### src/rtl/mem_access_unit_pkg.sv
// Shared definitions for the data-memory access unit: bus size codes,
// controller state encoding and the alignment/lane helpers.
package mem_access_unit_pkg;

  typedef enum logic [1:0] {
    SZ_BYTE = 2'd0,
    SZ_HALF = 2'd1,
    SZ_WORD = 2'd2,
    SZ_RSVD = 2'd3
  } size_e;

  localparam logic [1:0] ST_IDLE      = 2'd0;
  localparam logic [1:0] ST_WAIT_DATA = 2'd1;
  localparam logic [1:0] ST_DONE      = 2'd2;
  localparam logic [1:0] ST_DISCARD   = 2'd3;

  // The reserved size code behaves as a word, alignment included.
  function automatic logic isMisaligned(input logic [1:0] size, input logic [1:0] addrLo);
    logic bad;
    bad = 1'b0;
    case (size)
      SZ_BYTE: bad = 1'b0;
      SZ_HALF: bad = addrLo[0];
      default: bad = (addrLo != 2'b00);
    endcase
    return bad;
  endfunction

  function automatic logic [31:0] laneReplicate(input logic [1:0] size, input logic [31:0] wd);
    logic [31:0] lanes;
    lanes = wd;
    case (size)
      SZ_BYTE: lanes = {4{wd[7:0]}};
      SZ_HALF: lanes = {2{wd[15:0]}};
      default: lanes = wd;
    endcase
    return lanes;
  endfunction

endpackage

### src/rtl/mem_access_unit_if.sv
// SRAM-like split-handshake data bus: request/address phase then data phase.
interface mem_access_unit_if #(
  parameter int AW = 32,
  parameter int DW = 32
);
  logic          data_req;
  logic          data_wr;
  logic [1:0]    data_size;
  logic [AW-1:0] data_addr;
  logic [DW-1:0] data_wdata;
  logic          data_addr_ok;
  logic          data_data_ok;
  logic [DW-1:0] data_rdata;

  modport master (
    output data_req, data_wr, data_size, data_addr, data_wdata,
    input  data_addr_ok, data_data_ok, data_rdata
  );

  modport slave (
    input  data_req, data_wr, data_size, data_addr, data_wdata,
    output data_addr_ok, data_data_ok, data_rdata
  );
endinterface

### src/rtl/mem_access_unit_load_align.sv
// Selects the addressed byte/half lane of a load word and sign- or zero-extends it.
module mem_access_unit_load_align
  import mem_access_unit_pkg::*;
#(
  parameter int DW = 32
) (
  input  logic [DW-1:0] rdata,
  input  logic [1:0]    addrLo,
  input  logic [1:0]    size,
  input  logic          signedLoad,
  output logic [DW-1:0] result
);

  logic [7:0]  byteSel;
  logic [15:0] halfSel;

  // NOTE: every variable assigned in always_comb gets a default first, so no path infers a latch.
  always_comb begin
    byteSel = rdata[{addrLo, 3'b000} +: 8];
    halfSel = addrLo[1] ? rdata[31:16] : rdata[15:0];
    result  = rdata;
    case (size)
      SZ_BYTE: result = {{(DW-8){signedLoad & byteSel[7]}}, byteSel};
      SZ_HALF: result = {{(DW-16){signedLoad & halfSel[15]}}, halfSel};
      default: result = rdata;
    endcase
  end

endmodule

### src/rtl/mem_access_unit.sv
// ME-stage data-memory access unit: issues one bus transaction per load/store,
// stalls the pipe while it is outstanding and returns the extended load data.
module mem_access_unit
  import mem_access_unit_pkg::*;
#(
  parameter int AW = 32,
  parameter int DW = 32
) (
  input  logic          clk,
  input  logic          rst,
  input  logic          memenM,
  input  logic          memwriteM,
  input  logic [1:0]    sizeM,
  input  logic          signedloadM,
  input  logic [AW-1:0] aluoutM,
  input  logic [DW-1:0] writedataM,
  input  logic          stallM,
  input  logic          flushM,
  output logic          mem_stall,
  output logic [DW-1:0] readdataM,
  output logic          adelM,
  output logic          adesM,
  mem_access_unit_if.master dataBus
);

  logic [1:0]    state;
  logic [1:0]    stateNext;
  logic [DW-1:0] rdataBuf;
  logic          misaligned;
  logic          valid;
  logic          inIdle;

  assign misaligned = isMisaligned(sizeM, aluoutM[1:0]);
  assign valid      = memenM & ~misaligned & ~flushM;
  assign inIdle     = (state == ST_IDLE);

  // Outputs are forced low while rst is held so a mid-transaction reset
  // silences the unit immediately rather than at the next edge.
  assign adelM     = ~rst & memenM & ~memwriteM & misaligned;
  assign adesM     = ~rst & memenM &  memwriteM & misaligned;
  assign mem_stall = ~rst & ((inIdle & valid) | (state == ST_WAIT_DATA) | (state == ST_DISCARD));

  assign dataBus.data_req   = ~rst & inIdle & valid;
  assign dataBus.data_wr    = memwriteM;
  assign dataBus.data_size  = sizeM;
  assign dataBus.data_addr  = aluoutM;
  assign dataBus.data_wdata = laneReplicate(sizeM, writedataM);

  always_comb begin
    stateNext = state;
    case (state)
      ST_IDLE:
        if (dataBus.data_req & dataBus.data_addr_ok) stateNext = ST_WAIT_DATA;
      ST_WAIT_DATA:
        // A flush landing on the data_ok cycle simply completes and drops the data.
        if (dataBus.data_data_ok)  stateNext = flushM ? ST_IDLE : ST_DONE;
        else if (flushM)           stateNext = ST_DISCARD;
      ST_DISCARD:
        if (dataBus.data_data_ok)  stateNext = ST_IDLE;
      ST_DONE:
        if (~stallM | flushM)      stateNext = ST_IDLE;
      default:                     stateNext = ST_IDLE;
    endcase
  end

  // NOTE: sequential state uses non-blocking assignments so every flop samples pre-edge values.
  always_ff @(posedge clk or posedge rst) begin
    if (rst) begin
      state    <= ST_IDLE;
      rdataBuf <= '0;
    end else begin
      state <= stateNext;
      if ((state == ST_WAIT_DATA) && dataBus.data_data_ok) rdataBuf <= dataBus.data_rdata;
    end
  end

  mem_access_unit_load_align #(.DW(DW)) u_load_align (
    .rdata      (rdataBuf),
    .addrLo     (aluoutM[1:0]),
    .size       (sizeM),
    .signedLoad (signedloadM),
    .result     (readdataM)
  );

endmodule

### src/flat_wrapper.sv
// flat-port wrapper written by rule: the top's interface ports become plain ports
module mem_access_unit_flat import mem_access_unit_pkg::*;
#(
  parameter int AW = 32,
  parameter int DW = 32
)
  (clk, rst, memenM, memwriteM, sizeM, signedloadM, aluoutM, writedataM, stallM, flushM, mem_stall, readdataM, adelM, adesM, dataBus_data_req, dataBus_data_wr, dataBus_data_size, dataBus_data_addr, dataBus_data_wdata, dataBus_data_addr_ok, dataBus_data_data_ok, dataBus_data_rdata);
  mem_access_unit_if #(.AW(AW), .DW(DW)) dataBus_i ();
  input  logic clk;
  input  logic rst;
  input  logic memenM;
  input  logic memwriteM;
  input  logic [1:0] sizeM;
  input  logic signedloadM;
  input  logic [AW-1:0] aluoutM;
  input  logic [DW-1:0] writedataM;
  input  logic stallM;
  input  logic flushM;
  output logic mem_stall;
  output logic [DW-1:0] readdataM;
  output logic adelM;
  output logic adesM;
  output wire logic [$bits(dataBus_i.data_req)-1:0] dataBus_data_req;
  output wire logic [$bits(dataBus_i.data_wr)-1:0] dataBus_data_wr;
  output wire logic [$bits(dataBus_i.data_size)-1:0] dataBus_data_size;
  output wire logic [$bits(dataBus_i.data_addr)-1:0] dataBus_data_addr;
  output wire logic [$bits(dataBus_i.data_wdata)-1:0] dataBus_data_wdata;
  input wire logic [$bits(dataBus_i.data_addr_ok)-1:0] dataBus_data_addr_ok;
  input wire logic [$bits(dataBus_i.data_data_ok)-1:0] dataBus_data_data_ok;
  input wire logic [$bits(dataBus_i.data_rdata)-1:0] dataBus_data_rdata;
  assign dataBus_data_req = dataBus_i.data_req;
  assign dataBus_data_wr = dataBus_i.data_wr;
  assign dataBus_data_size = dataBus_i.data_size;
  assign dataBus_data_addr = dataBus_i.data_addr;
  assign dataBus_data_wdata = dataBus_i.data_wdata;
  assign dataBus_i.data_addr_ok = dataBus_data_addr_ok;
  assign dataBus_i.data_data_ok = dataBus_data_data_ok;
  assign dataBus_i.data_rdata = dataBus_data_rdata;
  mem_access_unit #(.AW(AW), .DW(DW)) u_core (.clk(clk), .rst(rst), .memenM(memenM), .memwriteM(memwriteM), .sizeM(sizeM), .signedloadM(signedloadM), .aluoutM(aluoutM), .writedataM(writedataM), .stallM(stallM), .flushM(flushM), .mem_stall(mem_stall), .readdataM(readdataM), .adelM(adelM), .adesM(adesM), .dataBus(dataBus_i));
endmodule
### config.mk
export PLATFORM = sky130hd
export DESIGN_NAME = mem_access_unit_flat
export DESIGN_NICKNAME = d
export VERILOG_FILES = /design/src/rtl/mem_access_unit_pkg.sv /design/src/rtl/mem_access_unit_if.sv /design/src/rtl/mem_access_unit_load_align.sv /design/src/rtl/mem_access_unit.sv /design/src/flat_wrapper.sv
export SDC_FILE = /design/constraint.sdc
export NUM_CORES = 1
export LEC_CHECK = 0
export CAP_MARGIN = 20
export CELL_PAD_IN_SITES_DETAIL_PLACEMENT = 1
export CELL_PAD_IN_SITES_GLOBAL_PLACEMENT = 2
export CORE_UTILIZATION = 25
export CTS_BUF_LIST = sky130_fd_sc_hd__clkbuf_8 sky130_fd_sc_hd__clkbuf_16
export DETAILED_ROUTE_END_ITERATION = 10
export DONT_BUFFER_PORTS = 1
export GPL_TIMING_DRIVEN = 1
export PLACE_DENSITY = 0.62
export SYNTH_ARGS = -nofsm -noshare
export SYNTH_HDL_FRONTEND = slang
export SYNTH_HIERARCHICAL = 1
export SYNTH_SLANG_ARGS = --single-unit
### constraint.sdc
create_clock -name clk -period 2.65 [get_ports clk]
set_input_delay 0 -clock clk [delete_from_list [all_inputs] [get_ports clk]]
set_output_delay 0 -clock clk [all_outputs]
set_load 0.02 [all_outputs]
Word level (Yosys, flattened, before mapping). Index checks and enable logic that the tools add are counted.

Register bits after elaboration: 34. Input bits: 107.

Eq/ne operators: 8. Shifts and indexed selects: 1. Muxes and demuxes: 11. Bitwise gates (word level): 22. Reduce and logical (&&, ||, !) cells: 5.

Operators by type and width (count): one-hot mux 32 bit (2 select lines) (2); variable part select 32 x 6 -> 8 bit (1); two-way mux 16 bit (1); bitwise AND 1 bit (14); two-way mux 2 bit (6); one-hot mux 2 bit (4 select lines) (1); NOT 1 bit (5); equality test 2 x 1 -> 1 bit (second input constant) (2); equality test 2 bit (second input constant) (2); zero test 2 bit (2); inequality test 2 bit (second input constant) (2); AND reduction 4 bit (1); inequality test 3 bit (second input constant) (1); OR 1 bit (3); inequality test 2 x 1 -> 1 bit (second input constant) (1); one-hot mux 1 bit (2 select lines) (1); nonzero test 2 bit (1); logical AND 1 bit (1).

Longest topological paths before layout.
Depth after elaboration: 9. Gate-level depth with buffers: 6. Mapped depth without buffers: 4.

Cells and area by module. The synthesis kept the hierarchy.

Modules (own cells, without submodules): mem_access_unit (times used 1, cells an instance 177, area an instance 2174.6 um2); mem_access_unit_load_align (times used 1, cells an instance 123, area an instance 705.7 um2).

Least setup slack after synthesis. No wires, ideal clock.

Path type: reg2out. Start point: register u_core.rdataBuf[15]. End point: output readdataM[7]. Data arrival time: 1.260 ns. Required time: 2.650 ns. Setup slack: 1.390 ns. Cell stages (with the launch flop): 5. Path through: dfrtp_1 -> mux2i_1 -> a22oi_2 -> nor2_1 -> a221oi_1.

Word-level cells in the longest chain between the ends: 2.

Ends and longest elaborated chain: start, declared (line mem_access_unit.sv:28) `logic [DW-1:0] rdataBuf;`; start signal, assigned (line mem_access_unit.sv:73) `if ((state == ST_WAIT_DATA) && dataBus.data_data_ok) rdataBuf <= dataBus.data_rdata;`; variable part select 32 x 6 -> 8 bit (line mem_access_unit_load_align.sv:19) `byteSel = rdata[{addrLo, 3'b000} +: 8];`; one-hot mux 32 bit (2 select lines) (line mem_access_unit_load_align.sv:22) `case (size)`; end, declared (line flat_wrapper.sv:20) `output logic [DW-1:0] readdataM;`.

No other way between the ends.

Worst setup path in the final report.
Start point: register u_core.state[0]. End point: register u_core.state[1].

Word-level cells in the longest chain between the ends: 6.

Ends and longest elaborated chain: start, declared (line mem_access_unit.sv:26) `logic [1:0] state;`; start signal, assigned (line mem_access_unit.sv:72) `state <= stateNext;`; zero test 2 bit (line mem_access_unit.sv:35, mem_access_unit.sv:51); bitwise AND 1 bit (2 in a row) (line mem_access_unit.sv:43) `assign dataBus.data_req = ~rst & inIdle & valid;`; bitwise AND 1 bit (line mem_access_unit.sv:53) `if (dataBus.data_req & dataBus.data_addr_ok) stateNext = ST_WAIT_DATA;`; inequality test 2 bit (no source line); AND reduction 4 bit (no source line).

Several ways; a longest one is shown, not always the timed one. A chain may end at the register's enable or synchronous reset.

==> impl_results.md <==
- Status: complete, no violations
- Residual DRC: 0
- CTS clk-pin slew, worst paths: 0.05 ns
- TNS Setup: 0 ns
- Io pins: 210
- DRT antenna net count: 0
- HPWL Detailed: slightly above 6000 µm
- Yosys top cell by area: dfrtp_1
- Yosys top cell area share: 0.295
- Setup CP Type: register to register
- Async SR Flop Fraction: 1.00
- Syn_area_per_cell: a little under 10 µm²
- Core Box Area: 11,000 µm²
- Place WS: a little under 1 ns
- Yosys warning count: 6
- GR peak layer: met2
- Worst-path maximum fanout: 6
- Cell area after synthesis: 2880 µm²
- Clock H-tree levels: 2
- Die W: 109 µm
- Period utilisation layout: 0.786
- TritonRoute pass-1 iters: 4
- Final-stage net count: 395
- CTS tree: done
- HP Class: primary input to primary output
- Clock Latency Late Sink: between 0.2 and 0.3 ns
- Area Growth Syn to Fin: 10.9%
- Port buffer count: 0
- PwrDens: 760 nW/µm²
- Final GP Congestion: around 0.70
- Setup ws final: roughly 0.57 ns
- Die height: 109 µm
- Via Count: 2,133
- Initial core utilization: 0.261
- Worst path required time: 2.81 ns
- Cells after synthesis: 300
- Largest net degree at the start of global routing: 66
- CTS buffer count: 5
- Antenna Cells: 0
- CTS Hold Bufs: 38
- Met1 Track Usage GR: 0.172
- EDFF count, synth: 0
- Initial antenna violation count: 0
- Drt wl/cell: 19.9 µm
- M2 GR Usage: 0.231
- Via density: 4.98
- Standard-cell row count: 38
- Post-CTS Setup Repair Bufs: 0
- Critical path capture point type: register
- Top cells by area, synth: dfrtp_1 (30%), mux2_4 (16%), buf_4 (13%)
- Skew final: 0.00202 ns
- Met3 Track Usage GR: 0.0433
- Startpoint Class: register
- Die area: about 12,000 µm²
- Max VDD drop: 0.277 mV
- Crit path time final: approximately 2.1 ns
- Final Max Slew Viols: 0
- Overall Global Routing Usage: 0.140
- Clock root buffer: clkbuf_16
- Maximum clock rate: 480 MHz
- Worst Tran Pin Value: 0.925 ns
- Post-synth top flop: dfrtp_1
- Most frequent cells in the layout: nand2_1 (65), dlygate4sd3_1 (38), dfrtp_1 (34)
- Final hold viol count: 0
- TritonCTS Sinks: 34
- Unrepaired setup endpoints after global routing: false
- Layout cell share with drive strength beyond 1: 0.257
- Most common cell after layout, fill and taps aside: nand2_1
- Synthesized flop and latch total: 34
- First-pass GRT wire length: around 13,000 µm
- Critical path arrival: 2.24 ns
- 1st-iter DRT viols: 65
- GRT Residual Overflow: 0
- Syn_nets: around 410
- # setup viols final: 0
- Max-capacitance violation count: 0
- Part of the Yosys area used for sequential elements: 0.295
- Resized Gates After CTS: 0
- Distinct cells, synth: 36
- Routed wire length: 8540 µm
- Relative slew slack: 0.375
- Leakage: 1.57 nW
- Clock Tree Buf Depth: 2
- Vias in the first global route: 2,154
[report_power, final]
part | internal (mW) | switching, mW | leakage, nW
combinational | 0.432 | 0.469 | 1.06
sequential | 0.685 | 0.159 | 0.424
clock | 0.464 | 0.219 | 0.0829
[flip-flops by register name, summed over array words and instances, names as in the netlist]
register         flops
u_core/state         2
u_core/rdataBuf     32
[Yosys cell counts (3+ instances only)]
master      n
a21o_1      5
a21oi_1     4
a221o_2     8
a22oi_1     4
a2bb2oi_1   3
buf_2       5
buf_4      48
buf_6       3
clkbuf_1    4
dfrtp_1    34
inv_1       3
mux2_2     19
mux2_4     30
mux2i_1    10
nand2_1    65
nand2b_1    7
nor2_1      5
nor2b_1     6
o21ai_0    15
o22a_1      3
[layer usage]
layer  wire, µm  part of all wire  up-vias
li1           -                 -      972
met1       3600              0.42     1031
met2       4070              0.48      116
met3        714             0.084       14
met4        162             0.019        0
met5          0                 0        -
[worst max-delay path: stages (launching register included)]
cell	delay (ns)
dfrtp_1	0.45
nor2b_1	0.17
o21ai_0	0.17
dlygate4sd3_1	0.57
nand2_1	0.05
dlygate4sd3_1	0.55
[path summary, 6_finish.rpt]
check	start	to	slack, ns	depth (start not counted)
hold reg to reg	u_core/rdataBuf[4]$_DFFE_PP0P_	u_core/rdataBuf[4]$_DFFE_PP0P_	0.51	1
setup / recovery	u_core/state[0]$_DFFE_PP0P_	u_core/state[1]$_DFFE_PP0P_	0.57	5
setup reg to reg	u_core/state[0]$_DFFE_PP0P_	u_core/state[1]$_DFFE_PP0P_	0.57	5
max in group asynchronous	rst	u_core/rdataBuf[15]$_DFFE_PP0P_	1.88	3
hold / removal	aluoutM[16]	dataBus_data_addr[16]	0.000008	0
min in group asynchronous	rst	u_core/state[1]$_DFFE_PP0P_	0.08	2
[logic make-up (layout without fill, tap and decap cells)]
| group | count (synthesis) | in the layout | share of synthesized area |
|---|---|---|---|
| AO/OA/AOI/OAI | 47 | 47 | 0.120 |
| buffers and inverters | 63 | 51 | 0.155 |
| flip-flops | 34 | 34 | 0.295 |
| AND/OR/NAND/NOR | 97 | 97 | 0.164 |
| multiplexers | 59 | 59 | 0.265 |
[stage by stage]
step                total power, mW  hold slack [ns]  cell area, µm²   util  instances
floorplan                      1.66           0.0845            2880      -        300
global placement               1.70           -0.188            2640  0.240        383
detailed placement             1.72           -0.179            2640  0.240        383
CTS                            2.47         0.000137            3190  0.289        428
global route                   2.57        0.0000292            3190  0.289        428
finish                         2.43       0.00000780            3190  0.289        428
[cell type report]
| type | instances | area [µm²] |
|---|---|---|
| Tap cell | 140 | 175 |
| Clock inverter | 1 | 30.0 |
| Timing Repair Buffer | 41 | 403 |
| Inverter | 3 | 11.3 |
| Multi-Input combinational cell | 203 | 1580 |
| Fill cell | 1259 | 7840 |
| Sequential cell | 34 | 851 |
| Clock buffer | 6 | 139 |
Power figures use the tool's default switching activity.
